`config.mk`:
```
export PLATFORM = sky130hd
export DESIGN_NAME = genesis_pad_scanner
export DESIGN_NICKNAME = d
export VERILOG_FILES = /design/src/rtl/genesis_pad_pkg.sv /design/src/rtl/genesis_pad_lane.sv /design/src/rtl/genesis_pad_scanner.sv
export SDC_FILE = /design/constraint.sdc
export NUM_CORES = 1
export LEC_CHECK = 0
export ABC_AREA = 1
export CORE_MARGIN = 1
export CORE_UTILIZATION = 25
export DETAILED_ROUTE_END_ITERATION = 16
export PLACE_DENSITY = 0.4
export SETUP_SLACK_MARGIN = 0.2
export SLEW_MARGIN = 20
export SYNTH_ARGS = -nofsm -noshare
export SYNTH_HDL_FRONTEND = slang
export SYNTH_SLANG_ARGS = --single-unit
```
`constraint.sdc`:
```
create_clock -name clock -period 5 [get_ports clock]
set_input_delay 0.5 -clock clock [delete_from_list [all_inputs] [get_ports clock]]
set_output_delay 0.5 -clock clock [all_outputs]
set_load 0.01 [all_outputs]
```
`src/rtl/genesis_pad_pkg.sv`:
```
// rtl/genesis_pad_pkg.sv - shared constants for the Genesis multi-pad scanner
package genesis_pad_pkg;

    typedef logic [1:0] state_t;

    localparam state_t ST_IDLE   = 2'd0;
    localparam state_t ST_SCAN   = 2'd1;
    localparam state_t ST_COMMIT = 2'd2;
    localparam state_t ST_GAP    = 2'd3;

    // Published button vector layout, bit11..bit0
    localparam int BTN_UP    = 11;
    localparam int BTN_DOWN  = 10;
    localparam int BTN_LEFT  = 9;
    localparam int BTN_RIGHT = 8;
    localparam int BTN_A     = 7;
    localparam int BTN_B     = 6;
    localparam int BTN_C     = 5;
    localparam int BTN_X     = 4;
    localparam int BTN_Y     = 3;
    localparam int BTN_Z     = 2;
    localparam int BTN_START = 1;
    localparam int BTN_MODE  = 0;

    localparam int PIN_UP_Z       = 0;
    localparam int PIN_DOWN_Y     = 1;
    localparam int PIN_LEFT_X     = 2;
    localparam int PIN_RIGHT_MODE = 3;
    localparam int PIN_A_B        = 4;
    localparam int PIN_START_C    = 5;

    localparam logic [11:0] SIX_ONLY_MASK = (12'd1 << BTN_X) | (12'd1 << BTN_Y)
                                          | (12'd1 << BTN_Z) | (12'd1 << BTN_MODE);

endpackage

```
`src/rtl/genesis_pad_lane.sv`:
```
// rtl/genesis_pad_lane.sv - per-pad synchroniser, phase sampling, masking and edge detect
module genesis_pad_lane
    import genesis_pad_pkg::*;
(
    input  logic        clock,
    input  logic        reset,
    input  logic [5:0]  pins_i,
    input  logic        sample_i,
    input  logic [2:0]  phase_i,
    input  logic        commit_i,
    output logic [11:0] buttons_o,
    output logic [11:0] pressed_o,
    output logic        present_o,
    output logic        six_o
);

    logic [5:0]  sync1_q, sync2_q, act;
    logic [11:0] shadow_q, shadow_d, masked, buttons_q, pressed_q;
    logic        present_sh_q, present_sh_d, six_sh_q, six_sh_d, present_q, six_q;

    assign act = ~sync2_q;

    always_comb begin
        shadow_d     = shadow_q;
        present_sh_d = present_sh_q;
        six_sh_d     = six_sh_q;
        if (sample_i) begin
            case (phase_i)
                3'd1: begin
                    shadow_d[BTN_A]     = act[PIN_A_B];
                    shadow_d[BTN_START] = act[PIN_START_C];
                    // Both LEFT and RIGHT grounded while select is low identifies a connected pad
                    present_sh_d        = act[PIN_LEFT_X] & act[PIN_RIGHT_MODE];
                end
                3'd2: begin
                    shadow_d[BTN_UP]    = act[PIN_UP_Z];
                    shadow_d[BTN_DOWN]  = act[PIN_DOWN_Y];
                    shadow_d[BTN_LEFT]  = act[PIN_LEFT_X];
                    shadow_d[BTN_RIGHT] = act[PIN_RIGHT_MODE];
                end
                3'd4: begin
                    shadow_d[BTN_B] = act[PIN_A_B];
                    shadow_d[BTN_C] = act[PIN_START_C];
                end
                3'd5: six_sh_d = &act[3:0];
                3'd6: begin
                    shadow_d[BTN_Z]    = act[PIN_UP_Z];
                    shadow_d[BTN_Y]    = act[PIN_DOWN_Y];
                    shadow_d[BTN_X]    = act[PIN_LEFT_X];
                    shadow_d[BTN_MODE] = act[PIN_RIGHT_MODE];
                end
                default: ;
            endcase
        end
    end

    always_comb begin
        masked = '0;
        if (present_sh_q) begin
            masked = six_sh_q ? shadow_q : (shadow_q & ~SIX_ONLY_MASK);
        end
    end

    always_ff @(posedge clock or posedge reset) begin
        if (reset) begin
            sync1_q      <= '1;
            sync2_q      <= '1;
            shadow_q     <= '0;
            present_sh_q <= 1'b0;
            six_sh_q     <= 1'b0;
            buttons_q    <= '0;
            pressed_q    <= '0;
            present_q    <= 1'b0;
            six_q        <= 1'b0;
        end else begin
            sync1_q      <= pins_i;
            sync2_q      <= sync1_q;
            shadow_q     <= shadow_d;
            present_sh_q <= present_sh_d;
            six_sh_q     <= six_sh_d;
            pressed_q    <= '0;
            if (commit_i) begin
                buttons_q <= masked;
                pressed_q <= masked & ~buttons_q;
                present_q <= present_sh_q;
                six_q     <= present_sh_q & six_sh_q;
            end
        end
    end

    assign buttons_o = buttons_q;
    assign pressed_o = pressed_q;
    assign present_o = present_q;
    assign six_o     = six_q;

endmodule

```
`src/rtl/genesis_pad_scanner.sv`:
```
// rtl/genesis_pad_scanner.sv - shared-select sequencer scanning NUM_PADS Mega Drive pads
module genesis_pad_scanner
    import genesis_pad_pkg::*;
#(
    parameter int NUM_PADS     = 2,
    parameter int PHASE_CYCLES = 1000,
    parameter int GAP_CYCLES   = 100000
) (
    input  logic                     clock,
    input  logic                     reset,
    input  logic                     enable,
    input  logic [NUM_PADS*6-1:0]    pad_pins,
    output logic                     select,
    output logic [NUM_PADS*12-1:0]   buttons,
    output logic [NUM_PADS*12-1:0]   pressed,
    output logic [NUM_PADS-1:0]      present,
    output logic [NUM_PADS-1:0]      six_button,
    output logic                     scan_done
);

    localparam int CW = $clog2(PHASE_CYCLES);
    localparam int GW = $clog2(GAP_CYCLES + 1);

    state_t        state_q, state_d;
    logic [2:0]    ph_q, ph_d;
    logic [CW-1:0] cnt_q, cnt_d;
    logic [GW-1:0] gap_q, gap_d;
    logic          done_q, phase_last;

    assign phase_last = (state_q == ST_SCAN) && (cnt_q == CW'(PHASE_CYCLES - 1));
    assign select     = (state_q == ST_SCAN) ? ~ph_q[0] : 1'b1;
    assign scan_done  = done_q;

    always_comb begin
        state_d = state_q;
        ph_d    = ph_q;
        cnt_d   = cnt_q;
        gap_d   = gap_q;
        case (state_q)
            ST_IDLE: begin
                if (enable) begin
                    state_d = ST_SCAN;
                    ph_d    = '0;
                    cnt_d   = '0;
                end
            end
            ST_SCAN: begin
                if (phase_last) begin
                    cnt_d = '0;
                    if (ph_q == 3'd7) state_d = ST_COMMIT;
                    else              ph_d    = ph_q + 3'd1;
                end else begin
                    cnt_d = cnt_q + CW'(1);
                end
            end
            ST_COMMIT: begin
                state_d = ST_GAP;
                gap_d   = '0;
            end
            default: begin
                // enable is only consulted here and in IDLE, so a scan in flight always completes
                if (gap_q == GW'(GAP_CYCLES - 1)) begin
                    state_d = enable ? ST_SCAN : ST_IDLE;
                    ph_d    = '0;
                    cnt_d   = '0;
                end else begin
                    gap_d = gap_q + GW'(1);
                end
            end
        endcase
    end

    always_ff @(posedge clock or posedge reset) begin
        if (reset) begin
            state_q <= ST_IDLE;
            ph_q    <= '0;
            cnt_q   <= '0;
            gap_q   <= '0;
            done_q  <= 1'b0;
        end else begin
            state_q <= state_d;
            ph_q    <= ph_d;
            cnt_q   <= cnt_d;
            gap_q   <= gap_d;
            done_q  <= (state_q == ST_COMMIT);
        end
    end

    for (genvar p = 0; p < NUM_PADS; p++) begin : g_lane
        genesis_pad_lane u_lane (
            .clock     (clock),
            .reset     (reset),
            .pins_i    (pad_pins[6*p +: 6]),
            .sample_i  (phase_last),
            .phase_i   (ph_q),
            .commit_i  (state_q == ST_COMMIT),
            .buttons_o (buttons[12*p +: 12]),
            .pressed_o (pressed[12*p +: 12]),
            .present_o (present[p]),
            .six_o     (six_button[p])
        );
    end

endmodule

```
==> impl_metrics.toml <==
[worst_setup_path]
worst_ep_required_time_ps = 4500
cp-end-kind = "output port"
worst-path-max-fanout = 11
critPathLaunchType = "register"
setup.worst_path.class = "register to output port"
worstPathArrival_ps = 1940

[detailed_routing]
detail_route.wirelength_um = 13470
ant_nets = 0
route.vias.total = 4263
detail_route.drc_violations = 0
routed_wire_length_per_instance_um = 13.24
route.detailed.vias_per_inst = 4.192
drtIter0Drc = 230
drt_pass1_iterations = 5

[yosys]
ys_top_cells_by_count = "165 x nand2_1, 113 x dfrtp_1, 65 x inv_1"
yosysTopAreaCell = "dfrtp_1"
ys.flop_type = "dfrtp_1"
netlist_instances = 621
synth-edff-count = 0
synth_warnings = 0
synth_nets = 647
synth_most_common_cell = "nand2_1"
synth.distinct_cells = 28
netlist_top_cells_area = "dfrtp_1 48%, dfstp_2 11%, nand2_1 11%, inv_1 4.1%, o21ai_0 3.9%"
synth.top_cell.area_share_pct = 48.05
synth_area_sq_um = 5884
synth.avg_cell_area_sq_um = 9.476
async_flop_share_pct = 100.0
register_bit_total_from_synthesis = 137
synth.yosys.seq_area_share_pct = 58.77

[timing]
clock-skew-final_ps = 9.814
max_freq_mhz = 409.4
min_period_ps = 2443
report.final.setup_viol = 0
final_max_slew_viol_count = 0
slew_headroom_pct = 35.96
rsz0062_at_grt = "false"
finalSetupTns_ps = 0
finalHoldViolations = 0
worst-slew-pin-transition_ps = 960.6
post-route-period-util_pct = 48.86

[clocking]
cts_root_buffer = "clkbuf_16"
clk_pin_slew_ps = 60
buffers_inserted_by_post_cts_timing_repair = 0
numClockSinks = 137
numCtsBuffers = 17
cts-htree-levels = 4
post_cts_resize_count = 0
max-clock-path-buffers = 2
post_cts_hold_buffer_count = 0
worst_skew_pair.late_latency_ps = 420
tritoncts = "built"

[grt]
grt_pass1_vias = 4289
grt_first_pass_wirelength_um = 22760
grt_start_max_net_pins = 105
antenna_found_initial = 0
grt-ovfl-total = 0
globalRouteTotalUtil_pct = 12.18

[floorplan]
row_count = 55
start_util_pct = 25.76
fp.dieH_um = 155.4
die-width_um = 155.4
core_footprint_sq_um = 22850
io_pins = 69
dieArea_sq_um = 24160

[power_and_ir_drop]
report.power.total_uw = 3016
vdd.ir_drop.worst_mv = 0.2059
power_leakage_uw = 0.003196
power.density_nw_per_um2 = 404.2

[finish]
fillerInstances = 2366
antenna_cells = 0
finish.net_count = 717
layout-drive-gt1-share_pct = 14.77
seq_area_sq_um = 3458
area_delta_synth_final_pct = 26.79
area_taken_by_multi_input_logic_gates_sq_um = 2051

[placement]
port_buffers = 68
place_congestion = 0.7883
detailed_place_hpwl_um = 9476

[run]
max_cap_viol_count = 0

[run_status]
status = "completed"

[min_path]
worst_hold_path_type = "register to register"
==> critical path, cell delays in order (launching register included) <==
cell and delay (ps):
dfrtp_1 420, inv_1 90, ha_1 410, nand2_1 120
clkdlybuf4s50_1 490
==> through the flow <==
step	instances	instance area (sq um)	utilization, %	hold WS [ps]	setup WS [ps]
detailed placement	985	6849	29.98	346.8	2736
CTS	1017	7461	32.66	355.2	2505
floorplan	621	5884	-	345.2	871.9
global placement	985	6849	29.98	347.0	2768
global route	1017	7461	32.66	361.9	2443
finish	1017	7461	32.66	352.4	2557
==> layout by cell type, fill, tap and decap left out, drive strengths merged <==
cell	instances
bufinv	3
xnor2	1
dfstp	24
clkinvlp	1
inv	72
o21ai	78
nor3	28
clkdlybuf4s50	68
clkbuf	17
or2	3
nor2	45
nand3	34
nand4	19
nand2	171
xor2	6
clkinv	5
buf	2
o21bai	2
dfrtp	113
a21oi	1
ha	11
==> report_power, final <==
| group | internal, uW | switching, uW | total (uW) |
|---|---|---|---|
| combinational | 128 | 360 | 488 |
| sequential | 1170 | 58.0 | 1230 |
| clock | 794 | 506 | 1300 |
| total | 2090 | 924 | 3020 |
==> sequential cells by signal, summed over array words and instances (netlist names) <==
signal	count
g_lane.u_lane.shadow_q	24
g_lane.u_lane.buttons_o	24
gap_q	17
scan_done	1
g_lane.u_lane.pressed_o	24
g_lane.u_lane.present_o	2
g_lane.u_lane.sync1_q	12
state_q	2
g_lane.u_lane.present_sh_q	2
g_lane.u_lane.six_sh_q	2
ph_q	3
g_lane.u_lane.six_o	2
cnt_q	10
g_lane.u_lane.sync2_q	12
==> final cells by class <==
| type | count | share of cell area [%] |
|---|---|---|
| well taps | 313 | 5.249 |
| flip-flops and latches | 137 | 46.35 |
| inverters | 66 | 3.388 |
| clock buffers | 17 | 5.702 |
| clock inverters | 15 | 2.499 |
| multi-input cells | 399 | 27.49 |
| repair buffers | 70 | 9.324 |
==> final timing paths <==
path	from	to	slack [ps]	cells after the start
hold reg to reg	g_lane[1].u_lane.sync1_q[0]$_DFF_PP1_	g_lane[1].u_lane.sync2_q[0]$_DFF_PP1_	350	0
setup / recovery	state_q[1]$_DFFE_PP0P_	select	2560	4
hold / removal	g_lane[1].u_lane.sync1_q[0]$_DFF_PP1_	g_lane[1].u_lane.sync2_q[0]$_DFF_PP1_	350	0
setup reg to reg	state_q[0]$_DFFE_PP0P_	g_lane[0].u_lane.pressed_o[10]$_DFF_PP0_	2840	4
min in group asynchronous	reset	cnt_q[6]$_DFFE_PP0P_	670	2
max in group asynchronous	reset	g_lane[1].u_lane.sync2_q[4]$_DFF_PP1_	3260	3
==> layer usage <==
metal / up-vias / global-route usage [%] / share of wire (%)
li1: 2144 / - / -
met1: 2037 / 16.41 / 49
met2: 68 / 19.07 / 46
met3: 14 / 2.953 / 3.5
met4: 0 / 4.108 / 1.4
met5: - / 0 / 0
==> cell families after synthesis <==
family / count (synthesis) / share of synthesized area, %
adder cells (fa/ha/maj): 11 / 2.339
XOR/XNOR: 7 / 1.042
flip-flops: 137 / 58.77
buffers and inverters: 85 / 6.379
AO/OA/AOI/OAI: 81 / 8.441
AND/OR/NAND/NOR: 300 / 23.03
(Power assumes the default switching activity.)
